**config.mk**
```make
export PLATFORM = sky130hd
export DESIGN_NAME = conv2d_window_mac
export DESIGN_NICKNAME = d
export VERILOG_FILES = /design/src/rtl/conv2d_window_mac_pkg.sv /design/src/rtl/conv2d_window_mac_mac_unit.sv /design/src/rtl/conv2d_window_mac.sv
export SDC_FILE = /design/constraint.sdc
export NUM_CORES = 1
export LEC_CHECK = 0
export BUFFER_PORTS_ARGS = -buffer_cell sky130_fd_sc_hd__buf_2
export CAP_MARGIN = 30
export CORE_MARGIN = 8
export CORE_UTILIZATION = 48
export DETAILED_ROUTE_END_ITERATION = 16
export GPL_TIMING_DRIVEN = 0
export HOLD_SLACK_MARGIN = 0.06
export PLACE_DENSITY = 0.74
export SYNTH_ARGS = -nofsm -noshare
export SYNTH_HDL_FRONTEND = slang
export SYNTH_SLANG_ARGS = --single-unit
```
**constraint.sdc**
```tcl
create_clock -name clk -period 6.6 [get_ports clk]
set_input_delay 0.66 -clock clk [delete_from_list [all_inputs] [get_ports clk]]
set_output_delay 0.66 -clock clk [all_outputs]
set_load 0.02 [all_outputs]
```
**src/rtl/conv2d_window_mac_pkg.sv**
```systemverilog
// Shared definitions for the convolution window datapath: FSM state encodings
// and the default geometry and word widths.
package conv_defs;

  localparam int unsigned IMG_WIDTH_D   = 48;
  localparam int unsigned KERNEL_SIZE_D = 3;
  localparam int unsigned ADDR_W_D      = 14;
  localparam int unsigned DATA_W_D      = 8;
  localparam int unsigned ACC_W_D       = 21;

  typedef enum logic [2:0] {
    ST_IDLE     = 3'd0,
    ST_FETCH    = 3'd1,
    ST_DRAIN    = 3'd2,
    ST_DONE     = 3'd3,
    ST_WAIT_ACK = 3'd4
  } state_t;

endpackage

```
**src/rtl/conv2d_window_mac_mac_unit.sv**
```systemverilog
// Registered multiply-accumulate of an unsigned pixel and a signed kernel tap.
// o_acc includes the product accumulated on the coming edge, so the top can
// capture the final window sum on the same edge that adds the last tap.
module mac_unit
  import conv_defs::*;
#(
  parameter int unsigned DATA_W = DATA_W_D,
  parameter int unsigned ACC_W  = ACC_W_D
) (
  input  logic                     clk,
  input  logic                     rst,
  input  logic                     i_clear,
  input  logic                     i_valid,
  input  logic [DATA_W-1:0]        i_pix,
  input  logic [DATA_W-1:0]        i_ker,
  output logic signed [ACC_W-1:0]  o_acc
);

  logic signed [2*DATA_W:0] w_pix_s;
  logic signed [2*DATA_W:0] w_ker_s;
  logic signed [2*DATA_W:0] w_prod;
  logic signed [ACC_W-1:0]  w_prod_ext;
  logic signed [ACC_W-1:0]  w_acc_nxt;
  logic signed [ACC_W-1:0]  r_acc;

  // Pixel is zero-extended, kernel sign-extended; the exact product fits 2*DATA_W+1 bits.
  assign w_pix_s    = {{(DATA_W+1){1'b0}}, i_pix};
  assign w_ker_s    = {{(DATA_W+1){i_ker[DATA_W-1]}}, i_ker};
  assign w_prod     = w_pix_s * w_ker_s;
  assign w_prod_ext = ACC_W'(w_prod);

  always_comb begin
    w_acc_nxt = r_acc;
    if (i_valid) w_acc_nxt = r_acc + w_prod_ext;
  end

  always_ff @(posedge clk or posedge rst) begin
    if (rst)          r_acc <= '0;
    else if (i_clear) r_acc <= '0;
    else              r_acc <= w_acc_nxt;
  end

  assign o_acc = w_acc_nxt;

endmodule

```
**src/rtl/conv2d_window_mac.sv**
```systemverilog
// Window MAC engine: walks the KxK pixel window and kernel taps through two
// synchronous-read RAMs, accumulates, and hands the sum back with done/ack.
module conv2d_window_mac
  import conv_defs::*;
#(
  parameter int unsigned IMG_WIDTH   = IMG_WIDTH_D,
  parameter int unsigned KERNEL_SIZE = KERNEL_SIZE_D,
  parameter int unsigned ADDR_W      = ADDR_W_D,
  parameter int unsigned DATA_W      = DATA_W_D,
  parameter int unsigned ACC_W       = ACC_W_D
) (
  input  logic                     clk,
  input  logic                     rst,
  input  logic                     en,
  input  logic [ADDR_W-1:0]        pix_addr,
  input  logic [ADDR_W-1:0]        kernel_addr,
  output logic [ADDR_W-1:0]        pix_rd_addr,
  input  logic [DATA_W-1:0]        pix_rd_data,
  output logic [ADDR_W-1:0]        ker_rd_addr,
  input  logic [DATA_W-1:0]        ker_rd_data,
  output logic                     done,
  input  logic                     ack,
  output logic signed [ACC_W-1:0]  result
);

  localparam int unsigned TAP_W = $clog2(KERNEL_SIZE*KERNEL_SIZE + 1);
  localparam int unsigned COL_W = $clog2(KERNEL_SIZE + 1);
  localparam logic [TAP_W-1:0]  LAST_TAP = TAP_W'(KERNEL_SIZE*KERNEL_SIZE - 1);
  localparam logic [COL_W-1:0]  LAST_COL = COL_W'(KERNEL_SIZE - 1);
  localparam logic [ADDR_W-1:0] ROW_STEP = ADDR_W'(IMG_WIDTH);

  state_t                  r_state;
  logic [ADDR_W-1:0]       r_pix_addr;
  logic [ADDR_W-1:0]       r_ker_addr;
  logic [ADDR_W-1:0]       r_row_base;
  logic [COL_W-1:0]        r_col;
  logic [TAP_W-1:0]        r_tap;
  logic                    r_issue;
  logic                    r_rd_vld;
  logic                    r_done;
  logic signed [ACC_W-1:0] r_result;
  logic signed [ACC_W-1:0] w_acc;
  logic                    w_start;

  assign w_start = (r_state == ST_IDLE) && en;

  mac_unit #(
    .DATA_W (DATA_W),
    .ACC_W  (ACC_W)
  ) u_mac (
    .clk     (clk),
    .rst     (rst),
    .i_clear (w_start),
    .i_valid (r_rd_vld),
    .i_pix   (pix_rd_data),
    .i_ker   (ker_rd_data),
    .o_acc   (w_acc)
  );

  always_ff @(posedge clk or posedge rst) begin
    if (rst) begin
      r_state    <= ST_IDLE;
      r_pix_addr <= '0;
      r_ker_addr <= '0;
      r_row_base <= '0;
      r_col      <= '0;
      r_tap      <= '0;
      r_issue    <= 1'b0;
      r_rd_vld   <= 1'b0;
      r_done     <= 1'b0;
      r_result   <= '0;
    end else begin
      r_done   <= 1'b0;
      r_rd_vld <= r_issue;
      case (r_state)
        ST_IDLE: begin
          if (en) begin
            r_row_base <= pix_addr;
            r_pix_addr <= pix_addr;
            r_ker_addr <= kernel_addr;
            r_col      <= '0;
            r_tap      <= '0;
            r_issue    <= 1'b1;
            r_state    <= ST_FETCH;
          end
        end
        ST_FETCH: begin
          // Last tap is already on the bus; one idle FETCH cycle lets its data arrive.
          if (r_tap == LAST_TAP) begin
            r_issue <= 1'b0;
            r_state <= ST_DRAIN;
          end else begin
            r_tap      <= r_tap + 1'b1;
            r_ker_addr <= r_ker_addr + 1'b1;
            r_issue    <= 1'b1;
            if (r_col == LAST_COL) begin
              r_col      <= '0;
              r_row_base <= r_row_base + ROW_STEP;
              r_pix_addr <= r_row_base + ROW_STEP;
            end else begin
              r_col      <= r_col + 1'b1;
              r_pix_addr <= r_pix_addr + 1'b1;
            end
          end
        end
        ST_DRAIN: begin
          r_result <= w_acc;
          r_done   <= 1'b1;
          r_state  <= ST_DONE;
        end
        ST_DONE: begin
          r_state <= ack ? ST_IDLE : ST_WAIT_ACK;
        end
        ST_WAIT_ACK: begin
          if (ack) r_state <= ST_IDLE;
        end
        default: r_state <= ST_IDLE;
      endcase
    end
  end

  assign pix_rd_addr = r_pix_addr;
  assign ker_rd_addr = r_ker_addr;
  assign done        = r_done;
  assign result      = r_result;

endmodule

```
# [After elaboration in Yosys (flattened, before gate mapping)]
# Cells that the tools add are included.
[op_classes] add_sub_neg=6 mul=1 mux=28 n_reduce_logical=7 n_eq_ne=11
[op_table] op="14-bit 2-to-1 mux" count=7
[op_table] op="14-bit case mux with 2 select lines" count=3
[op_table] op="21-bit 2-to-1 mux" count=2
[op_table] op="14-bit by 1-bit adder with 14-bit output (second input constant)" count=2
[op_table] op="21-bit by 17-bit adder with 21-bit output" count=1
[op_table] op="9-bit by 8-bit multiplier with 17-bit output" count=1
[op_table] op="3-bit case mux with 5 select lines" count=1
[op_table] op="14-bit by 6-bit adder with 14-bit output (second input constant)" count=1
[op_table] op="3-bit 2-to-1 mux" count=4
[op_table] op="2-bit != test (second input constant)" count=5
[op_table] op="4-bit 2-to-1 mux" count=2
[op_table] op="4-bit case mux with 2 select lines" count=1
[op_table] op="3-bit by 2-bit equality test with 1-bit output (second input constant)" count=2
[op_table] op="2-bit 2-to-1 mux" count=3
[op_table] op="3-bit AND reduction" count=2
[op_table] op="4-bit by 1-bit adder with 4-bit output (second input constant)" count=1
[op_table] op="4-bit equality test (second input constant)" count=1
[op_table] op="2-bit case mux with 2 select lines" count=1
[op_table] op="4-bit AND reduction" count=1
[op_table] op="3-bit by 1-bit equality test with 1-bit output (second input constant)" count=1
[op_table] op="3-bit equality test (second input constant)" count=1
[op_table] op="3-bit logical NOT" count=1
[op_table] op="1-bit 2-to-1 mux" count=3
[op_table] op="2-bit by 1-bit adder with 2-bit output (second input constant)" count=1
[op_table] op="5 further kinds" count=5
[word_totals] register_bits=96 wordCells=64

# [Longest topological paths before layout]
[depth] depth_word=4 mapped_depth=19 depth_no_buf=18

# [By module]
# From an unflattened synthesis, not the netlist that was laid out.
[unflattened] cells_unflattened=861 hier_area_um2=7981.4
[modules_own_cells] module="mac_unit" area_each_um2=4080.2 cells_each=450 seq_area_each_um2=525.5 instances=1
[modules_own_cells] module="conv2d_window_mac" area_each_um2=3901.2 cells_each=411 seq_area_each_um2=1876.8 instances=1

# [Worst setup path before layout]
# OpenSTA, ideal clock, no wires.
[synth_path] kind="input to register" start="input ker_rd_data[1]" end="register r_result[19], in the netlist result[19]" arrival_time_ns=5.089 n_path_buf=1 slack_ns=1.425 setup_time_ns=0.086 stages=16 path_cell_list="clkbuf_1 -> nand2_1 -> fa_1 -> inv_1 -> fa_1 -> fa_1 -> fa_1 -> fa_1 -> ha_1 -> a21o_1 -> a21oi_1 -> a2111o_1 -> a21oi_2 -> nand2_1 -> mux2_4 -> o221ai_2"
[synth_via] elab_chain_cells=3
[synth_rtl] item="from (decl)" line="conv2d_window_mac.sv:20" source="input logic [DATA_W-1:0] ker_rd_data,"
[synth_rtl] item="9-bit by 8-bit multiplier with 17-bit output" line="conv2d_window_mac_mac_unit.sv:29" source="assign w_prod = w_pix_s * w_ker_s;"
[synth_rtl] item="21-bit by 17-bit adder with 21-bit output" line="conv2d_window_mac_mac_unit.sv:34" source="if (i_valid) w_acc_nxt = r_acc + w_prod_ext;"
[synth_rtl] item="21-bit 2-to-1 mux" line="conv2d_window_mac_mac_unit.sv:34"
[synth_rtl] item="to (signal assigned)" line="conv2d_window_mac.sv:107" source="r_result <= w_acc;"
[synth_rtl] item="to (decl)" line="conv2d_window_mac.sv:41" source="logic signed [ACC_W-1:0] r_result;"
# No other way between the ends.
# A chain may end at the register's enable or synchronous reset.

# [Final worst setup path]
[layout_path] start="input ker_rd_data[7]" end="register r_result[19], in the netlist result[19]"
# The elaborated chain is that of the path after synthesis.

==> impl_metrics.csv <==
group,metric,value,unit
synthesis,synthAdderAreaFrac,0.245,
critical_path,r2r_setup_slack,1.66,ns
detailed_routing,vias,6483,
synthesis,synth_edf_count,0,
final_layout,fin_util,0.556,
sta,fmax,187,MHz
synthesis,synth_cell_type_count,54,
synthesis,synthArstFlopShare,1.00,
critical_path,reg2reg_depth,16,
sta,max-slew-margin-rel,0.453,
floorplanning,pin_count,98,
sta,fin_crit_sh,0.810,
sta,whs,0.305,ns
synthesis,yosys_warnings,0,
synthesis,synth-xor-area-share,0.0444,
critical_path,critPathKind,"in -> reg",
floorplanning,core_area,0.0158,mm²
critical_path,worst_path_most_repeated_cell,"fa_1",
critical_path,critPathCaptureType,"flip-flop",
synthesis,yosysSeqAreaShare,0.312,
clock_tree,post_cts_resized,0,
synthesis,synth-main-ff-cell,"dfrtp_1",
final_layout,n_antenna_cell,0,
grt,grt_max_degree,69,
grt,grtUsageTotal,0.201,
critical_path,rr_endpoint,"result[19]",
synthesis,yosys.area_share.simple,0.179,
final_layout,area_growth,13.9,%
detailed_routing,drtIter0Drc,287,
clock_tree,insertion_delay,0.35,ns
critical_path,cp.arrival,5.60,ns
sta,setup_ws,1.26,ns
synthesis,synthTopCellsByArea,"dfrtp_1 31%, fa_1 13%, ha_1 11%, nand2_1 5.8%, a21oi_1 4.6%",
sta,period_minus_slack,5.34,ns
critical_path,r2r-start,"u_mac.r_acc[6]",
critical_path,critPathBufInv,3,
synthesis,synth-seq-cells,96,
detailed_routing,drcViolationCount,0,
synthesis,synthesis.nets,1031,
sta,setup_viol,0,
clock_tree,cts_sinks,96,
synthesis,syn_area_per_cell,8.91,µm²
floorplanning,num_rows,46,
clock_tree,post_cts_buffers,0,
critical_path,start_kind,"input pin",
floorplanning,start_util,0.488,
placement,numPortBuffers,95,
synthesis,synth_compound_area_frac,0.139,
critical_path,max_stage_delay,0.59,ns
detailed_routing,routedWlPerCell,16.3,µm
synthesis,synth_cells,863,
placement,post-place-ws,0.905,ns
critical_path,path_delay_family,"adder cells",
synthesis,synth_top_family_by_area,"adder cells",
synthesis,synth_top_cell_by_area,"dfrtp_1",
clock_tree,cts-htree-levels,3,
placement,hpwl,15.3,mm
hold_path,hp-class,"in -> async",
detailed_routing,first_pass_iters,5,
detailed_routing,antenna_left,0,
synthesis,synth_top_area_frac,0.312,
final_layout,drive_gt1_frac,0.131,
clock_tree,cts_root_buf,"clkbuf_16",
critical_path,cp_max_fo,9,
grt,antenna_found_initial,0,
synthesis,netlist_area,0.00769,mm²
job,drv_cap,0,
critical_path,cp_slowest_cell,"fa_1",
synthesis,muxShareOfSynthArea,0.0255,
clock_tree,holdBufCountCts,0,
sta,worst_slew_pin_slew,0.811,ns
floorplanning,die_x,143,µm
outcome,status,"finished, final reports clean",
detailed_routing,vias_per_cell,5.44,
critical_path,cp.required,6.86,ns
clock_tree,cts_buffers,9,
sta,grt_setup_unrepaired,"no",
grt,grt-ovfl-total,0,
grt,grt_pass1_wl,33.1,mm
clock_tree,path_clk_slew,0.07,ns
sta,finalHoldViolCount,0,
grt,grt_pass1_vias,6773,
clock_tree,tritoncts,"yes",
floorplanning,die_y,143,µm
critical_path,cp_cell_sequence,"buf_2 > inv_1 > fa_1 > inv_1 > fa_1 > fa_1 > fa_1 > fa_1 > ha_1 > nand4_1 > a2111o_1 > a21oi_2 > nand2_1 > mux2_4 > o221ai_2",
placement,routabilityCongestion,0.906,
sta,slew_viol_final,0,
final_layout,layout.nets,1138,
detailed_routing,routed_wl,19.4,mm
sta,tns,0,ns
clock_tree,clockBufferDepth,2,
sta,finClkSkew,0.00872,ns
floorplanning,dieArea,0.0203,mm²
## cell usage after synthesis (2+ instances only)
cell type    n
dfrtp_1     96
a31oi_1      4
buf_1        2
a21oi_1     71
and3_1       9
nand4_1     10
o31ai_1      4
nor2b_1      2
a21o_1       6
xor2_1      11
and2_1      32
nand3b_1     2
o211ai_1     4
nor3_1      11
and4_1       3
buf_2        4
mux2i_1     17
or2_2        2
fa_1        51
xnor2_1     28
inv_1       74
nand3_1     23
o22ai_1     15
ha_1        69
a211oi_1     6
nand2b_1     6
o21a_1       2
nand2_1    119
clkbuf_1    27
nor3b_1      2
o21ai_0     58
nor2_1      71
## routing by layer
layer | GRT usage | vias to the layer above | routed length, µm
met1 | 0.254 | 3151 | 8640
met4 | 0.0593 | 0 | 289
met2 | 0.337 | 185 | 9350
met3 | 0.0456 | 27 | 1140
met5 | 0 | - | 0
li1 | - | 3120 | -
## cell usage in the layout (no fill, tap or decap), drive strengths merged, types with 2 or more instances in the layout
cell / synthesis / routed
nand3: 23 / 23
clkinv: 0 / 2
o21ai: 59 / 59
and2: 32 / 32
o211ai: 4 / 4
mux2i: 17 / 17
o31ai: 4 / 4
nor3: 11 / 11
dfrtp: 96 / 96
o22ai: 15 / 15
a21oi: 73 / 73
mux2: 2 / 2
ha: 69 / 69
or2: 2 / 2
nor3b: 2 / 2
xor2: 11 / 11
clkbuf: 27 / 37
inv: 74 / 76
nor4b: 2 / 2
a21o: 6 / 6
nand4: 10 / 10
nand2: 119 / 119
and4: 3 / 3
a31oi: 5 / 5
fa: 51 / 51
o21a: 2 / 2
buf: 7 / 103
nor2: 72 / 72
xnor2: 28 / 28
and3: 9 / 9
nor2b: 2 / 2
nand2b: 6 / 6
a211oi: 6 / 6
nand3b: 2 / 2
## stage by stage
| step | instances | cell area [µm²] |
|---|---|---|
| 4_1_cts | 1191 | 8760 |
| 6_report | 1191 | 8760 |
| 3_5_place_dp | 1175 | 8470 |
| 5_1_grt | 1191 | 8760 |
| 3_3_place_gp | 1174 | 8440 |
| 2_1_floorplan | 863 | 7690 |
## sequential cells by signal, indices dropped and copies added (netlist names)
| name | flops |
|---|---|
| r_col | 2 |
| r_issue | 1 |
| r_tap | 4 |
| done | 1 |
| pix_rd_addr | 14 |
| r_rd_vld | 1 |
| ker_rd_addr | 14 |
| r_state | 3 |
| u_mac.r_acc | 21 |
| r_row_base | 14 |
| result | 21 |
## cells by family after synthesis
kind of cell / Yosys count
XOR/XNOR: 39
multiplexers: 19
buffers and inverters: 108
AND/OR/NAND/NOR: 298
adder cells (fa/ha/maj): 120
AO/OA/AOI/OAI: 183
flip-flops: 96
## final cells by class
class	count	area, µm²
multi-input combinational	659	4870
inverter	74	280
buffer	34	136
tap	216	270
clock buffer	10	229
sequential	96	2400
clock inverter	6	67.6
timing repair buffer	96	503
fill	1497	7010
## worst max path at each step
stage                              start         end  slack (ns)  depth (start not counted)
final                     ker_rd_data[7]  result[19]        1.26                         15
after global routing      ker_rd_data[7]  result[17]        0.92                         18
after CTS                 ker_rd_data[7]  result[19]        1.26                         15
after detailed placement  ker_rd_data[7]  result[19]        0.90                         15
after global placement    ker_rd_data[7]  result[19]        0.93                         15
after floorplan           ker_rd_data[1]  result[19]        1.43                         16
Power is left out: the tool's default activity adds up to more than one toggle a clock period on the data nets, which glitch-free logic cannot reach.
